## config.mk

```make
export PLATFORM = sky130hd
export DESIGN_NAME = ir_emitter_scan
export DESIGN_NICKNAME = d
export VERILOG_FILES = /design/src/rtl/parking_pkg.sv /design/src/rtl/ir_carrier_gen.sv /design/src/rtl/ir_emitter_scan.sv
export SDC_FILE = /design/constraint.sdc
export NUM_CORES = 1
export LEC_CHECK = 0
export ABC_CLOCK_PERIOD_IN_PS = 2600
export CAP_MARGIN = 20
export CELL_PAD_IN_SITES_DETAIL_PLACEMENT = 1
export CELL_PAD_IN_SITES_GLOBAL_PLACEMENT = 1
export CORE_UTILIZATION = 42
export CTS_CLUSTER_DIAMETER = 120
export CTS_CLUSTER_SIZE = 16
export DETAILED_ROUTE_END_ITERATION = 7
export PLACE_DENSITY = 0.86
export SETUP_SLACK_MARGIN = 0.02
export SYNTH_ARGS = -nofsm -noshare
export SYNTH_HDL_FRONTEND = slang
export SYNTH_SLANG_ARGS = --single-unit
```

## constraint.sdc

```tcl
create_clock -name clk -period 2.6 [get_ports clk]
set_input_delay 0.52 -clock clk [delete_from_list [all_inputs] [get_ports clk]]
set_output_delay 0.52 -clock clk [all_outputs]
set_load 0.02 [all_outputs]
```

## src/rtl/parking_pkg.sv

```systemverilog
// Shared definitions for the parking-bay IR scanner.
// Contents: scan FSM state enum, slot count (N_SLOTS), slot index width (SLOT_W)
// and a helper that turns a slot index into a one-hot emitter mask.
package parking_pkg;

    localparam int N_SLOTS = 6;
    localparam int SLOT_W  = 3;

    typedef enum logic [1:0] {
        ST_IDLE  = 2'd0,
        ST_BURST = 2'd1,
        ST_GAP   = 2'd2
    } scan_state_e;

    function automatic logic [N_SLOTS-1:0] slot_onehot(input logic [SLOT_W-1:0] idx);
        logic [N_SLOTS-1:0] mask;
        mask = '0;
        for (int i = 0; i < N_SLOTS; i++) begin
            if (idx == SLOT_W'(i)) begin
                mask[i] = 1'b1;
            end
        end
        return mask;
    endfunction

endpackage

```

## src/rtl/ir_carrier_gen.sv

```systemverilog
// IR carrier generator.
// Produces a square wave that toggles every CARRIER_DIV clk cycles while run=1.
// Whenever run=0 (or rst=1) the phase is parked high, so every burst starts
// with a full high half-period.
// Ports:
//   clk     - clock, rising edge
//   rst     - synchronous active-high reset
//   run     - carrier enable (high for the duration of a burst)
//   carrier - registered carrier output
module ir_carrier_gen #(
    parameter int CARRIER_DIV = 1316
) (
    input  logic clk,
    input  logic rst,
    input  logic run,
    output logic carrier
);

    // CARRIER_DIV=1 would give a zero-width counter; keep at least one bit.
    localparam int DIV_W = (CARRIER_DIV > 1) ? $clog2(CARRIER_DIV) : 1;
    localparam logic [DIV_W-1:0] DIV_LAST = DIV_W'(CARRIER_DIV - 1);

    logic [DIV_W-1:0] div_cnt_q, div_cnt_d;
    logic             phase_q, phase_d;

    always_comb begin
        div_cnt_d = '0;
        phase_d   = 1'b1;
        if (run) begin
            if (div_cnt_q == DIV_LAST) begin
                div_cnt_d = '0;
                phase_d   = ~phase_q;
            end else begin
                div_cnt_d = div_cnt_q + 1'b1;
                phase_d   = phase_q;
            end
        end
    end

    always_ff @(posedge clk) begin
        if (rst) begin
            div_cnt_q <= '0;
            phase_q   <= 1'b1;
        end else begin
            div_cnt_q <= div_cnt_d;
            phase_q   <= phase_d;
        end
    end

    assign carrier = phase_q;

endmodule

```

## src/rtl/ir_emitter_scan.sv

```systemverilog
// Parking-bay IR emitter scanner.
// Cycles through N_SLOTS emitters: each slot gets a burst of
// 2*CARRIER_DIV*BURST_CYCLES cycles followed by GAP_CYCLES idle cycles. The
// receiver is told to latch ir[slot_idx] in the last burst cycle of each slot.
// Build option: define IR_TX_CARRIER_EN to modulate the active emitter with the
// carrier; otherwise the active emitter is held steady high for the burst.
// Ports:
//   clk           - clock, rising edge
//   rst           - synchronous active-high reset (overrides en)
//   en            - scan enable; sampled at start and at the end of each gap
//   emit[5:0]     - emitter drive, at most one bit high
//   slot_idx[2:0] - slot being scanned (0..5)
//   sample_strobe - one-cycle pulse in the last burst cycle of a slot
//   frame_done    - sample_strobe for slot 5
module ir_emitter_scan
    import parking_pkg::*;
#(
    parameter int CARRIER_DIV  = 1316,
    parameter int BURST_CYCLES = 10,
    parameter int GAP_CYCLES   = 2632
) (
    input  logic              clk,
    input  logic              rst,
    input  logic              en,
    output logic [N_SLOTS-1:0] emit,
    output logic [SLOT_W-1:0]  slot_idx,
    output logic              sample_strobe,
    output logic              frame_done
);

    localparam int BURST_LEN = 2 * CARRIER_DIV * BURST_CYCLES;
    // One counter times both burst and gap; BURST_LEN is always >= 2.
    localparam int CNT_MAX   = (BURST_LEN > GAP_CYCLES) ? BURST_LEN : GAP_CYCLES;
    localparam int CNT_W     = $clog2(CNT_MAX);
    localparam logic [CNT_W-1:0]  BURST_LAST = CNT_W'(BURST_LEN - 1);
    localparam logic [CNT_W-1:0]  GAP_LAST   = CNT_W'(GAP_CYCLES - 1);
    localparam logic [SLOT_W-1:0] SLOT_LAST  = SLOT_W'(N_SLOTS - 1);

    scan_state_e        state_q, state_d;
    logic [SLOT_W-1:0]  slot_q, slot_d;
    logic [CNT_W-1:0]   cnt_q, cnt_d;
    logic [N_SLOTS-1:0] mask_q, mask_d;
    logic               strobe_q, strobe_d;
    logic               frame_q, frame_d;

    always_comb begin
        state_d = state_q;
        slot_d  = slot_q;
        cnt_d   = cnt_q;
        unique case (state_q)
            ST_IDLE: begin
                if (en) begin
                    state_d = ST_BURST;
                    slot_d  = '0;
                    cnt_d   = '0;
                end
            end
            ST_BURST: begin
                if (cnt_q == BURST_LAST) begin
                    state_d = ST_GAP;
                    cnt_d   = '0;
                end else begin
                    cnt_d = cnt_q + 1'b1;
                end
            end
            ST_GAP: begin
                if (cnt_q == GAP_LAST) begin
                    cnt_d = '0;
                    if (en) begin
                        state_d = ST_BURST;
                        slot_d  = (slot_q == SLOT_LAST) ? '0 : slot_q + 1'b1;
                    end else begin
                        state_d = ST_IDLE;
                        slot_d  = '0;
                    end
                end else begin
                    cnt_d = cnt_q + 1'b1;
                end
            end
            default: begin
                state_d = ST_IDLE;
                slot_d  = '0;
                cnt_d   = '0;
            end
        endcase

        // Outputs are decoded from the next state so they come straight off flops.
        strobe_d = (state_d == ST_BURST) && (cnt_d == BURST_LAST);
        frame_d  = strobe_d && (slot_d == SLOT_LAST);
        mask_d   = (state_d == ST_BURST) ? slot_onehot(slot_d) : '0;
    end

    always_ff @(posedge clk) begin
        if (rst) begin
            state_q  <= ST_IDLE;
            slot_q   <= '0;
            cnt_q    <= '0;
            mask_q   <= '0;
            strobe_q <= 1'b0;
            frame_q  <= 1'b0;
        end else begin
            state_q  <= state_d;
            slot_q   <= slot_d;
            cnt_q    <= cnt_d;
            mask_q   <= mask_d;
            strobe_q <= strobe_d;
            frame_q  <= frame_d;
        end
    end

`ifdef IR_TX_CARRIER_EN
    logic carrier;

    ir_carrier_gen #(
        .CARRIER_DIV(CARRIER_DIV)
    ) u_carrier (
        .clk    (clk),
        .rst    (rst),
        .run    (state_q == ST_BURST),
        .carrier(carrier)
    );

    assign emit = mask_q & {N_SLOTS{carrier}};
`else
    assign emit = mask_q;
`endif

    assign slot_idx      = slot_q;
    assign sample_strobe = strobe_q;
    assign frame_done    = frame_q;

endmodule

```

# Yosys cells after proc, flatten, opt, wreduce, memory -nomap -nowiden
# Cells that the tools add are included.
[word_totals]
word_cells = 46
in_bits = 3
reg_bits = 28
out_inout_bits = 11
[op_classes]
n_eq_ne = 12
reduce_logical = 5
mux = 20
n_addsub = 2
n_bitwise = 1
[op_table]
columns = ["cell", "n"]
rows = [
  ["$mux W15", 3],
  ["$pmux W15 S3", 1],
  ["$eq A15 B15 Y1 const B", 2],
  ["$add A15 B1 Y15 const B", 1],
  ["$eq A15 B12 Y1 const B", 1],
  ["$mux W3", 4],
  ["$eq A3 B3 Y1 const B", 3],
  ["$pmux W3 S3", 1],
  ["$mux W1", 7],
  ["$eq A3 B2 Y1 const B", 2],
  ["$mux W2", 3],
  ["$pmux W2 S3", 1],
  ["$eq A2 B1 Y1 const B", 2],
  ["$add A3 B1 Y3 const B", 1],
  ["$eq A3 B1 Y1 const B", 1],
  ["$logic_not A3 Y1", 1],
  ["$eq A2 B2 Y1 const B", 1],
  ["$logic_and A1 B1 Y1", 2],
  ["$logic_not A2 Y1", 1],
  ["$reduce_or A2 Y1", 1],
  ["$not A1 Y1", 1],
]

# Logic depth before layout (Yosys ltp)
# Gate-level depths: netlist of the first run.
[logic_depth]
ltp_word = 7
ltp_mapped = 9
depth_no_buf = 8

# Worst setup path before layout of the first run
# No wires, ideal clock.
[synth_path]
path_type = "register -> register"
start = "register cnt_q[0]"
end = "register frame_q (netlist: frame_done)"
setup_time_ns = 0.088
period_less_slack_ns = 2.286
setup_slack_ns = 0.314
n_path_buf = 0
arrival_ns = 2.198
t_required_ns = 2.512
path_stages_with_launch = 9
path_cell_list = "dfxtp_1 ha_1 nand3_2 or4_4 o21ai_2 a31o_1 nand4_1 or4_4 nor4_2"
[synth_via]
elab_chain_len = 6
word_cells_on_any_way = 17
classes_between = "add/sub (1); eq/ne (5); mux (9); reduce/logical (2)"
[synth_lines]
columns = ["item", "line", "rtl"]
rows = [
  ["start: declaration", "ir_emitter_scan.sv:41", "logic [CNT_W-1:0] cnt_q, cnt_d;"],
  ["start signal: assignment", "ir_emitter_scan.sv:104", "cnt_q <= cnt_d;"],
  ["$add A15 B1 Y15 (tied with other cells)", "ir_emitter_scan.sv:63, ir_emitter_scan.sv:77", ""],
  ["$mux W15 (tied with other cells)", "ir_emitter_scan.sv:67", "if (cnt_q == GAP_LAST) begin"],
  ["$pmux W15 S3 or $pmux W2 S3 (tied branches)", "ir_emitter_scan.sv:50", "unique case (state_q)"],
  ["$eq A15 B15 Y1 or $eq A2 B1 Y1 (tied branches)", "ir_emitter_scan.sv:88", "strobe_d = (state_d == ST_BURST) && (cnt_d == BURST_LAST);"],
  ["$logic_and A1 B1 Y1", "ir_emitter_scan.sv:88", ""],
  ["$logic_and A1 B1 Y1 (*)", "ir_emitter_scan.sv:89", "frame_d = strobe_d && (slot_d == SLOT_LAST);"],
  ["end signal: assignment", "ir_emitter_scan.sv:107", "frame_q <= frame_d;"],
  ["end: declaration", "ir_emitter_scan.sv:44", "logic frame_q, frame_d;"],
]
# Every way passes the cells marked *; elsewhere a longest branch is shown, timed or not.
# A chain may end at the register's enable or synchronous reset.

# Final worst setup path of the first run
[layout_path]
start = "register cnt_q[12]"
end = "register frame_q (netlist: frame_done)"
# Same word-level chain as after synthesis.

==> metrics.txt, run 1 <==
Setup CP Type=flip-flop to flip-flop; 1st-iter DRT viols=84; Main synth FF type=dfxtp_1; Syn Inst Count=198; internal power=0.000681 W; Yosys warnings=0; Buf/Inv on CP=1; pwr/cell area=462 nW/µm²; hold slack=553 ps; Final Instance Area=1940 µm²; largest net degree at the start of global routing=17; num ports=14; Reg2Reg Setup Slack=130 ps; status=finished clean; RSZ-0062 raised after global routing=no; Fmax=405 MHz; crit-path leading delay family=simple AND/OR/NAND/NOR gates; commonest non-fill, non-tap cell in the layout=nor2_1; Post-synth ARST share=0; Max clock buf depth=2; syn nets=202; Mapped Avg Cell Area=7.99 µm²; Hold Vio Cnt, Final=0; core area=3470 µm²; fin. max-slew vios=0; Compound-Gate Fraction of Synth Area=0.200; NetSw=0.000213 W; largest family of logic cells by synthesized area=simple AND/OR/NAND/NOR gates; setup violators final=0; Comb pwr share=0.112; Worst R2R Path Depth=8; worst hold path stage count=2; synth unique cells=50; final cycle utilization of the critical path=0.949; CP max FO=8; Pleak=0.671 nW; Worst Hold Launch=cnt_q[0]$_SDFF_PP0_; CTS tree=built; Max rail drop VDD=305 µV; Initial Util=0.456; I/O Buffers=13; Critical Path Max Stage Delay=580 ps; GRT met2 Usage=0.488; crit path launch type=flip-flop; area of the multi-input gates=976 µm²; vias in the first global route=1746; Seq/Total Area, Yosys=0.354; grt ovf=0; num rows=21; sequential power share=0.493; DR pass1 iterations=4; wire length per cell=19.3 µm; CP endpoint kind=flip-flop; Post-Syn Area=1580 µm²; arrival time at the worst endpoint=2660 ps; Worst-Skew Late Latency=280 ps; Detailed Place HPWL=3.74 mm; post-synthesis mux area share=0.00633; CP required=2790 ps; clk sinks=28; die width=63.4 µm; antenna violations before repair=0; Reg2Reg Capture Point=frame_done$_SDFF_PP0_; Area after DPL=1820 µm²; GRT Total Usage=0.270; crit-path cells=and4bb_1, nand4_2, o2bb2ai_4, buf_4, a21oi_1, nor3_1, nand4_1, nor4_2; Synth Area in Simple Gates=0.358; post-synthesis xor/xnor area fraction=0.0222; drc violations=0; post-route ant nets=0; grt peak-use layer=met2; H-tree depth=1; ANT cells=0; Fillers=439; adder-cell share of the synthesized area=0.00791; Least-Margin Pin Slew=488 ps; drt total wl=5.13 mm; area delta synth->final=22.4%; first-pass GRT wire length=8.49 mm; Critical Path Slowest Stage Cell=dfxtp_1; Clock transition at path regs=110 ps; Die ar.=4020 µm²; Rel. slew slack=0.672; FF+latch count, synth=28; HP Class=flip-flop to flip-flop; GP Congestion=0.898; Worst Clk Skew=9.94 ps; Die H=63.4 µm; fraction of layout cells with a size suffix above 1=0.183; register area=566 µm²; post-CTS setup buffer count=0; vias per inst=6.12; via count=1621; root buffer cell=clkbuf_8; min Tclk post-route=2470 ps; CTS Buf Count=3; # nets final=224; M3 GR Usage=0.0326; GR Util met1=0.317; Switching Fraction=0.238; number of enable flip-flop cells after synthesis=0; Worst R2R Start=cnt_q[12]$_SDFF_PP0_; max cap viols=0; most frequent cells in the layout=nor2_1 (29), dfxtp_1 (24), nand2_1 (16); worst hold endpoint=cnt_q[0]$_SDFF_PP0_; clock share of power=0.395
[final cells by class]
cell class / count / share of cell area
Multi-Input combinational cell: 152 / 0.504
Clock buffer: 3 / 0.0213
Tap cell: 46 / 0.0297
Sequential cell: 28 / 0.292
Inverter: 8 / 0.0155
Clock inverter: 1 / 0.0155
Timing Repair Buffer: 27 / 0.122
[stage by stage]
stage	util	power [W]	setup TNS, ps	setup WS [ps]	std cells
4_1_cts	0.552	0.000888	0	29.8	265
6_report	0.558	0.000894	0	132	265
3_5_place_dp	0.526	0.000543	-7.21	-7.21	261
2_1_floorplan	-	0.000502	0	314	198
3_3_place_gp	0.526	0.000537	0	151	261
5_1_grt	0.558	0.000922	0	27.3	265
[state kept, by name, indices dropped and copies added (netlist names)]
| register | count |
|---|---|
| emit | 6 |
| cnt_q | 15 |
| frame_done | 1 |
| slot_idx | 3 |
| sample_strobe | 1 |
| state_q | 2 |
[worst reg2reg max path: stages (launching register included)]
cell,delay (ps)
dfxtp_1,580
and4bb_1,290
nand4_2,180
o2bb2ai_4,200
buf_4,180
a21oi_1,80
nor3_1,330
nand4_1,270
nor4_2,270
[synthesized netlist by cell type (all sizes together), types with 3 or more instances]
library cell   n  area (µm²)
buf            5        31.3
a21oi         12        60.1
nand2         16        60.1
dfxtp         28         561
nand3         12        77.6
o21ai         13        68.8
nor2b          6        37.5
inv            8        30.0
nor3           7        40.0
a311oi         3        26.3
nand4          7        50.1
clkbuf         5        18.8
nand2b         4        25.0
nor3b          3        27.5
nor4           4        43.8
a22oi          4        30.0
nor2          29         109
[repair_timing]
item / CTS / global route
hold endpoints to repair: 0 / 0
gates resized for setup: 3 / 6
setup endpoints to repair: 2 / 2
hold buffers: 0 / 0
pin swaps: 0 / 1
gates cloned: 0 / 0
[power groups by stage]
stage	Clock [W]	Combinational [W]	Sequential, W
2_1_floorplan	0	0.0000530	0.000449
3_3_place_gp	0	0.0000884	0.000449
3_5_place_dp	0	0.0000940	0.000450
4_1_cts	0.000352	0.0000964	0.000440
5_1_grt	0.000374	0.000106	0.000442
6_report	0.000353	0.0000997	0.000441
[worst max path at each step]
stage,start,endpoint,cells after the start
after detailed placement,cnt_q[0]$_SDFF_PP0_,frame_done$_SDFF_PP0_,9
after floorplan,cnt_q[0]$_SDFF_PP0_,frame_done$_SDFF_PP0_,8
final,cnt_q[12]$_SDFF_PP0_,frame_done$_SDFF_PP0_,8
after CTS,cnt_q[0]$_SDFF_PP0_,frame_done$_SDFF_PP0_,8
after global routing,cnt_q[14]$_SDFF_PP0_,frame_done$_SDFF_PP0_,8
after global placement,cnt_q[0]$_SDFF_PP0_,frame_done$_SDFF_PP0_,9
[layer usage]
| layer | vias up | wire (µm) |
|---|---|---|
| li1 | 753 | - |
| met1 | 803 | 2170 |
| met2 | 47 | 2620 |
| met3 | 18 | 188 |
| met4 | 0 | 151 |
| met5 | - | 0 |
[cells by family (layout without fill, tap and decap cells)]
family | Yosys count | after routing
xor+xnor | 4 | 4
simple gates | 99 | 99
buf+inv | 18 | 39
mux | 1 | 1
fa+ha+maj | 1 | 1
compound gates | 47 | 47
flops | 28 | 28
Power figures use the tool's default switching activity.
==> run 2: changes to the inputs <==
--- a/config.mk
+++ b/config.mk
@@ -11,9 +11,9 @@
 export CELL_PAD_IN_SITES_GLOBAL_PLACEMENT = 1
 export CORE_UTILIZATION = 42
 export CTS_CLUSTER_DIAMETER = 120
-export CTS_CLUSTER_SIZE = 16
+export CTS_CLUSTER_SIZE = 10
 export DETAILED_ROUTE_END_ITERATION = 7
-export PLACE_DENSITY = 0.86
+export PLACE_DENSITY = 0.84
 export SETUP_SLACK_MARGIN = 0.02
 export SYNTH_ARGS = -nofsm -noshare
 export SYNTH_HDL_FRONTEND = slang
==> metrics.txt, run 2 (same netlist as run 1, synthesis figures left out) <==
Fmax=406 MHz (was 405 MHz); clock share of power=0.396 (was 0.395); setup violators final=0 (unchanged); setup TNS=0 ps (unchanged); DR pass1 iterations=4 (unchanged); 1st-iter DRT viols=48 (was 84); die width=63.4 µm (unchanged); area delta synth->final=22.2% (was 22.4%); pwr/cell area=463 nW/µm² (was 462 nW/µm²); wire length per cell=19.6 µm (was 19.3 µm); largest net degree at the start of global routing=17 (unchanged); CTS Buf Count=3 (unchanged); status=finished clean (unchanged); max cap viols=0 (unchanged); Setup CP Type=flip-flop to flip-flop (unchanged); most frequent cells in the layout=nor2_1 (29), dfxtp_1 (25), nand2_1 (16) (was nor2_1 (29), dfxtp_1 (24), nand2_1 (16)); Final Util=0.557 (was 0.558); Die H=63.4 µm (unchanged); Comb pwr share=0.111 (was 0.112); sequential power share=0.492 (was 0.493); Detailed Place HPWL=3.87 mm (was 3.74 mm); min Tclk post-route=2460 ps (was 2470 ps); num ports=14 (unchanged); clk sinks=28 (unchanged); Clock transition at path regs=100 ps (was 110 ps); GP Congestion=0.834 (was 0.898); Hold Vio Cnt, Final=0 (unchanged); antenna violations before repair=0 (unchanged); CP max FO=10 (was 8); grt ovf=0 (unchanged); H-tree depth=1 (unchanged); num rows=21 (unchanged); Rel. slew slack=0.695 (was 0.672); first-pass GRT wire length=8.52 mm (was 8.49 mm); via count=1607 (was 1621); post-route ant nets=0 (unchanged); final cycle utilization of the critical path=0.948 (was 0.949); # nets final=224 (unchanged); arrival time at the worst endpoint=2670 ps (was 2660 ps); Worst-Skew Late Latency=280 ps (about the same); fin. max-slew vios=0 (unchanged); NetSw=0.000214 W (was 0.000213 W); largest reg by FF count=cnt_q (unchanged); vias in the first global route=1732 (was 1746); commonest non-fill, non-tap cell in the layout=nor2_1 (unchanged); vias per inst=6.06 (was 6.12); hold buffer count at cts=0 (unchanged); GRT Total Usage=0.273 (was 0.270); Finished Layout Cells=265 (unchanged); drc violations=0 (unchanged); Max rail drop VDD=292 µV (was 305 µV); CTS tree=built (unchanged); Max clock buf depth=2 (unchanged); root buffer cell=clkbuf_8 (unchanged); # placed instances=261 (unchanged); fraction of layout cells with a size suffix above 1=0.178 (was 0.183); HP Class=flip-flop to flip-flop (unchanged); Switching Fraction=0.239 (was 0.238); ANT cells=0 (unchanged); Die ar.=4020 µm² (unchanged); I/O Buffers=13 (unchanged); Least-Margin Pin Slew=453 ps (was 488 ps); max reg flops=15 (unchanged); RSZ-0062 raised after global routing=no (unchanged); drt total wl=5.18 mm (was 5.13 mm); internal power=0.000681 W (about the same); Pleak=0.668 nW (was 0.671 nW); core area=3470 µm² (unchanged); post-CTS setup buffer count=0 (unchanged); CP required=2810 ps (was 2790 ps); Worst Clk Skew=3.99 ps (was 9.94 ps); CP endpoint kind=flip-flop (unchanged); Initial Util=0.456 (unchanged); crit path launch type=flip-flop (unchanged)
==> run 2: cell count changes in the layout (fill, tap and decap cells not counted) <==
cell | before | now
a22oi_2 | 0 | 1
nor4b_2 | 1 | 0
a22oi_1 | 4 | 3
dfxtp_1 | 24 | 25
nor4b_1 | 0 | 1
dfxtp_2 | 4 | 3
==> run 2: path summary, 6_finish.rpt <==
check / depth (start not counted) / end / slack (ps) / from
max: 7 / frame_done$_SDFF_PP0_ / 140 / cnt_q[2]$_SDFF_PP0_
max reg2reg: 7 / frame_done$_SDFF_PP0_ / 140 / cnt_q[2]$_SDFF_PP0_
min reg2reg: 2 / cnt_q[0]$_SDFF_PP0_ / 550 / cnt_q[0]$_SDFF_PP0_
min: 2 / cnt_q[0]$_SDFF_PP0_ / 550 / cnt_q[0]$_SDFF_PP0_
==> run 2: layout make-up <==
class | instances | area [µm²]
clock buffer | 3 | 41.3
tap | 46 | 57.6
multi-input combinational | 152 | 975
clock inverter | 1 | 30.0
timing repair buffer | 27 | 235
inverter | 8 | 30.0
sequential | 28 | 564
fill | 426 | 1540
==> run 2: power by group through the flow <==
stage | Combinational [W] | Sequential [W] | Clock [W]
floorplan | 0.0000530 | 0.000449 | 0
global placement | 0.0000894 | 0.000449 | 0
detailed placement | 0.0000954 | 0.000449 | 0
CTS | 0.0000970 | 0.000439 | 0.000363
global route | 0.000108 | 0.000442 | 0.000371
finish | 0.0000998 | 0.000441 | 0.000355
==> run 2: per-stage QoR <==
step	power (W)	hold slack (ps)	setup slack, ps	cell area, µm²
floorplan	0.000502	484	314	1580
global placement	0.000538	527	123	1820
detailed placement	0.000544	563	-14.7	1820
CTS	0.000899	568	35.5	1910
global route	0.000921	585	63.3	1930
finish	0.000895	553	136	1930
==> run 2: worst max-delay path, cell delays in order, from the launching register on <==
cell,delay [ps]
dfxtp_1,560
nand4_1,220
and4bb_4,410
a2bb2oi_2,240
o21ai_1,130
o21bai_1,170
or4_4,530
nor4_2,130
==> run 2: timing repair <==
item	4_1_cts	5_1_grt
endpoints found under the setup margin	3	7
cloned	0	0
resized for setup	3	5
hold endpoints to repair	0	0
==> run 2: metal layers <==
layer  GRT usage  part of all wire
met5           0                 0
met4       0.108             0.030
met3      0.0525             0.040
met2       0.476              0.49
met1       0.324              0.44
==> run 3: changes to the inputs <==
--- a/config.mk
+++ b/config.mk
@@ -6,7 +6,6 @@
 export NUM_CORES = 1
 export LEC_CHECK = 0
 export ABC_CLOCK_PERIOD_IN_PS = 2600
-export CAP_MARGIN = 20
 export CELL_PAD_IN_SITES_DETAIL_PLACEMENT = 1
 export CELL_PAD_IN_SITES_GLOBAL_PLACEMENT = 1
 export CORE_UTILIZATION = 42
==> results of run 3 <==
Same layout as run 2: the final DEF is identical, and so are final timing and power.
